**config.mk**
```make
export PLATFORM = sky130hd
export DESIGN_NAME = lane_order_pipe_flat
export DESIGN_NICKNAME = d
export VERILOG_FILES = /design/src/rtl/lane_order_pipe_if.sv /design/src/rtl/lane_order_pipe.sv /design/src/flat_wrapper.sv
export SDC_FILE = /design/constraint.sdc
export NUM_CORES = 1
export LEC_CHECK = 0
export CELL_PAD_IN_SITES_DETAIL_PLACEMENT = 1
export CELL_PAD_IN_SITES_GLOBAL_PLACEMENT = 2
export CORE_MARGIN = 2
export CORE_UTILIZATION = 35
export CTS_CLUSTER_DIAMETER = 200
export CTS_CLUSTER_SIZE = 10
export DETAILED_ROUTE_END_ITERATION = 6
export PLACE_DENSITY = 0.95
export SLEW_MARGIN = 20
export SYNTH_ARGS = -nofsm -noshare
export SYNTH_HDL_FRONTEND = slang
export SYNTH_SLANG_ARGS = --single-unit
```
**constraint.sdc**
```tcl
create_clock -name clk -period 2.8 [get_ports clk]
set_input_delay 0.28 -clock clk [delete_from_list [all_inputs] [get_ports clk]]
set_output_delay 0.28 -clock clk [all_outputs]
set_load 0.02 [all_outputs]
```
**src/rtl/lane_order_pipe_if.sv**
```systemverilog
// Handshake bundle for lane_order_pipe: input beat with its mode/rot, permuted output beat, transfer counter.
interface lane_order_pipe_if #(
  parameter int LANES = 4,
  parameter int WIDTH = 8,
  parameter int ROT_W = 2
);
  logic                   in_valid;
  logic                   in_ready;
  logic [LANES*WIDTH-1:0] in_data;
  logic [1:0]             mode;
  logic [ROT_W-1:0]       rot;
  logic                   out_valid;
  logic                   out_ready;
  logic [LANES*WIDTH-1:0] out_data;
  logic [15:0]            xfer_count;

  modport master (
    output in_valid, in_data, mode, rot, out_ready,
    input  in_ready, out_valid, out_data, xfer_count
  );

  modport slave (
    input  in_valid, in_data, mode, rot, out_ready,
    output in_ready, out_valid, out_data, xfer_count
  );
endinterface

```
**src/rtl/lane_order_pipe.sv**
```systemverilog
// Lane permutation (straight/reverse/rotl/pair-swap) applied on accept; 1-clk latency, 1 beat/clk.
// Main + skid register; in_ready comes straight from the skid flop, so no comb path from out_ready.
module lane_order_pipe #(
  parameter int LANES = 4,
  parameter int WIDTH = 8,
  parameter int ROT_W = 2
) (
  input logic            clk,
  input logic            reset,
  lane_order_pipe_if.slave bus
);
  localparam int DW = LANES * WIDTH;

  logic [DW-1:0] perm_data;
  logic [DW-1:0] main_data;
  logic [DW-1:0] skid_data;
  logic          main_valid;
  logic          skid_valid;
  logic [15:0]   xfer_q;
  logic          accept;
  logic          drain;

  // Each input lane i is scattered to its destination lane.
  always_comb begin
    int dst;
    perm_data = '0;
    dst = 0;
    for (int i = 0; i < LANES; i++) begin
      case (bus.mode)
        2'b01:   dst = LANES - 1 - i;
        2'b10:   dst = (i + int'(bus.rot)) % LANES;
        2'b11:   dst = ((i ^ 1) < LANES) ? (i ^ 1) : i;
        default: dst = i;
      endcase
      perm_data[dst*WIDTH +: WIDTH] = bus.in_data[i*WIDTH +: WIDTH];
    end
  end

  assign accept = bus.in_valid && !skid_valid;
  assign drain  = main_valid && bus.out_ready;

  always_ff @(posedge clk or negedge reset) begin
    if (!reset) begin
      main_valid <= 1'b0;
      skid_valid <= 1'b0;
      main_data  <= '0;
      skid_data  <= '0;
      xfer_q     <= 16'd0;
    end else begin
      if (drain) begin
        xfer_q <= xfer_q + 16'd1;
        // A full skid blocks accept, so refilling from it never races a new beat.
        if (skid_valid) begin
          main_data  <= skid_data;
          skid_valid <= 1'b0;
        end else if (accept) begin
          main_data <= perm_data;
        end else begin
          main_valid <= 1'b0;
        end
      end else if (accept) begin
        if (!main_valid) begin
          main_data  <= perm_data;
          main_valid <= 1'b1;
        end else begin
          skid_data  <= perm_data;
          skid_valid <= 1'b1;
        end
      end
    end
  end

  assign bus.in_ready   = !skid_valid;
  assign bus.out_valid  = main_valid;
  assign bus.out_data   = main_data;
  assign bus.xfer_count = xfer_q;
endmodule

```
**src/flat_wrapper.sv**
```systemverilog
// flat-port wrapper written by rule: the top's interface ports become plain ports
module lane_order_pipe_flat 
#(
  parameter int LANES = 4,
  parameter int WIDTH = 8,
  parameter int ROT_W = 2
)
  (clk, reset, bus_in_valid, bus_in_data, bus_mode, bus_rot, bus_out_ready, bus_in_ready, bus_out_valid, bus_out_data, bus_xfer_count);
  lane_order_pipe_if #(.LANES(LANES), .WIDTH(WIDTH), .ROT_W(ROT_W)) bus_i ();
  input logic clk;
  input logic reset;
  input wire logic [$bits(bus_i.in_valid)-1:0] bus_in_valid;
  input wire logic [$bits(bus_i.in_data)-1:0] bus_in_data;
  input wire logic [$bits(bus_i.mode)-1:0] bus_mode;
  input wire logic [$bits(bus_i.rot)-1:0] bus_rot;
  input wire logic [$bits(bus_i.out_ready)-1:0] bus_out_ready;
  output wire logic [$bits(bus_i.in_ready)-1:0] bus_in_ready;
  output wire logic [$bits(bus_i.out_valid)-1:0] bus_out_valid;
  output wire logic [$bits(bus_i.out_data)-1:0] bus_out_data;
  output wire logic [$bits(bus_i.xfer_count)-1:0] bus_xfer_count;
  assign bus_i.in_valid = bus_in_valid;
  assign bus_i.in_data = bus_in_data;
  assign bus_i.mode = bus_mode;
  assign bus_i.rot = bus_rot;
  assign bus_i.out_ready = bus_out_ready;
  assign bus_in_ready = bus_i.in_ready;
  assign bus_out_valid = bus_i.out_valid;
  assign bus_out_data = bus_i.out_data;
  assign bus_xfer_count = bus_i.xfer_count;
  lane_order_pipe #(.LANES(LANES), .WIDTH(WIDTH), .ROT_W(ROT_W)) u_core (.clk(clk), .reset(reset), .bus(bus_i));
endmodule
```
==> flow_summary.json <==
{
  "violations": "hold timing",
  "ios": 90,
  "postCtsSetupBuffers": 0,
  "initial_core_util_pct": 35.7,
  "clkTransAtPathRegs_ps": 60,
  "synthAdderAreaFrac_pct": 4.25,
  "wl_met3_um": 1100,
  "firstDrtPassIters": 4,
  "synth_mux_area_share_pct": 0.665,
  "synth_compound_gate_area_share_pct": 28.2,
  "p_leak_nw": 2.58,
  "hold_path.class": "in2async",
  "clock_skew_ps": 5.35,
  "ys_seq_area_share_pct": 43.6,
  "routedWlPerCell_um": 21.8,
  "top_layer": "met4",
  "antenna_found_initial": 0,
  "placed_cell_area_um2": 6070,
  "drc": 0,
  "numCtsBuffers": 9,
  "std_cell_rows": 42,
  "final_cell_mix": "clkdlybuf4s50_1, dfrtp_1, a21oi_1",
  "setup_ws_ps": 132,
  "synth-xor-area-share_pct": 2.98,
  "ys.flop_type": "dfrtp_1",
  "syn_inst": 504,
  "grt_max_degree": 83,
  "criticalPathCategory": "in2reg",
  "period_needed_ps": 2670,
  "finalPower_mw": 5.80,
  "synth_edf_count": 0,
  "clock_sinks": 82,
  "syn2layout_area_growth_pct": 36.2,
  "clock_path_buffers": 2,
  "via_per_inst": 6.04,
  "synth_nets": 560,
  "status": "finished with violations",
  "ant_nets": 0,
  "globalRouteTotalUtil_pct": 24.9,
  "slew_viol_final": 0,
  "cp_max_fo": 8,
  "first_iter_violations": 425,
  "synth_seq_cells": 82,
  "routed-wl-met2_um": 8570,
  "min_period_over_period_pct": 95.3,
  "vias": 4854,
  "place.gp.congestion": 1.02,
  "die_area_um2": 14400,
  "synth-simple-area-share_pct": 16.0,
  "tns_ps": 0,
  "overflow": 0,
  "ctsResizeCount": 0,
  "slew_headroom_pct": 50.1,
  "pre_cts_ws_ps": -278,
  "port_buffers": 89,
  "crit_chain": "clkdlybuf4s50_1 > and3b_1 > or2_2 > buf_4 > inv_1 > ha_1 > nor3_1 > buf_4 > a31oi_1 > a21oi_1 > a21oi_1 > a21oi_1",
  "first_global_vias": 5154,
  "tightest_slew_ps": 749,
  "clock_latency_ps": 340,
  "avgSynthCellArea_um2": 9.34,
  "p_per_area_nw_per_um2": 904,
  "cts_tree": "built",
  "dpl.hpwl_um": 12800,
  "hold_violations": 36,
  "grt_pass1_wl_um": 27900,
  "cp.required_ps": 3060,
  "max_freq_ghz": 0.375,
  "cp_common_cell": "a21oi_1",
  "end_kind": "flop",
  "setup_violations": 0,
  "maxCapViolCount": 0,
  "ys_warn_count": 0,
  "finalWirelength_um": 17500,
  "hold_slack_ps": -36.7,
  "synth_cell_type_count": 56,
  "cp_slowest_stage_delay_ps": 510,
  "h-tree-depth": 3,
  "clockRootBuffer": "clkbuf_16",
  "post-route-util_pct": 48.6,
  "postCtsHoldBufs": 0,
  "antenna_cells": 0,
  "core-area_um2": 13200,
  "async_reset_ff_share_pct": 100,
  "wl_met1_um": 7240,
  "drive_gt1_share_pct": 13.9,
  "dieWidth_um": 120,
  "synth_area_um2": 4710,
  "crit_path_top_delay_cell": "clkdlybuf4s50_1",
  "fin_nets": 679,
  "die_h_um": 120,
  "final_area_um2": 6410,
  "worstPathArrival_ps": 2930,
  "critPathLaunchType": "input port",
  "synth_top_family_by_area": "compound AO/OA/AOI/OAI gates",
  "ir_drop_v": 0.000439,
  "final_common_cell": "clkdlybuf4s50_1",
  "fillers": 1478
}
==> cell families (layout without fill, tap and decap cells) <==
group | count (synthesis) | count (layout)
adders and majority gates | 16 | 16
and+or+nand+nor | 148 | 148
buffers and inverters | 45 | 169
xor gates and xnor gates | 16 | 16
AOI/OAI and AO/OA | 194 | 194
muxes | 3 | 3
DFF | 82 | 82
==> layout make-up <==
class                      count  area (um2)  share of cell area [%]
tap                          176         220                    3.43
sequential                    82        2050                    32.0
clock inverter                 6        91.3                    1.42
timing repair buffer         139        1300                    20.2
clock buffer                  10         229                    3.57
inverter                      14        52.6                   0.820
multi-input combinational    377        2470                    38.5
==> cell usage after synthesis (5+ instances only) <==
library cell / number / area share (%)
o22ai_1: 29 / 3.9
o21ai_1: 6 / 0.64
a221oi_1: 7 / 1.3
inv_1: 13 / 1.0
a31oi_1: 31 / 4.1
xor2_1: 7 / 1.3
nand3_1: 7 / 0.74
o21ai_0: 16 / 1.7
buf_2: 5 / 0.53
a32o_1: 6 / 1.3
nor2b_1: 7 / 0.93
a221oi_2: 6 / 1.9
a21oi_1: 53 / 5.6
nand4_1: 11 / 1.5
a22oi_1: 17 / 2.7
a221o_1: 7 / 1.5
nand2_1: 45 / 3.6
dfrtp_1: 82 / 44
and3_1: 6 / 0.80
xnor2_1: 9 / 1.7
ha_1: 16 / 4.3
a22o_1: 7 / 1.3
clkbuf_1: 20 / 1.6
nor2_1: 46 / 3.7
==> where the power goes <==
group	leakage, nW	switching (mW)	internal [mW]
Sequential	1.01	0.366	1.70
Combinational	1.42	1.38	1.08
Clock	0.145	0.486	0.782
Total	2.58	2.23	3.56
==> layer usage <==
metal  GRT usage, %  up-vias
li1               -     2136
met1           30.9     2451
met2           42.7      209
met3           4.47       58
met4           10.0        0
met5              0        -
==> through the flow <==
stage / std cells / hold WS, ps
finish: 804 / -36.7
global route: 804 / 32.4
CTS: 804 / 158
detailed placement: 788 / 476
global placement: 788 / 462
floorplan: 504 / -15.6
==> final timing paths <==
check | startpoint | end | slack (ps) | cells past startpoint
max | bus_mode[1] | u_core.skid_data[19] | 130 | 12
min | reset | u_core.bus.out_data[14] | -40 | 1
max reg2reg | u_core.bus.out_valid | u_core.bus.xfer_count[13] | 940 | 5
min reg2reg | u_core.bus.out_data[6] | u_core.bus.out_data[6] | 480 | 2
max in group asynchronous | reset | u_core.skid_data[30] | 2300 | 1
min in group clk | u_core.bus.out_data[6] | u_core.bus.out_data[6] | 480 | 2
==> registers in the layout (all words and copies together), names as in the netlist <==
register,count
u_core.bus.out_valid,1
u_core.bus.out_data,32
u_core.skid_data,32
u_core.skid_valid,1
u_core.bus.xfer_count,16
==> critical path, delay by kind of cell <==
kind	cells	cell delay [ps]
AND/OR/NAND/NOR	3	830
AO/OA/AOI/OAI	4	580
adder cells (fa/ha/maj)	1	280
buffers and inverters	4	960
(Power assumes the default switching activity.)
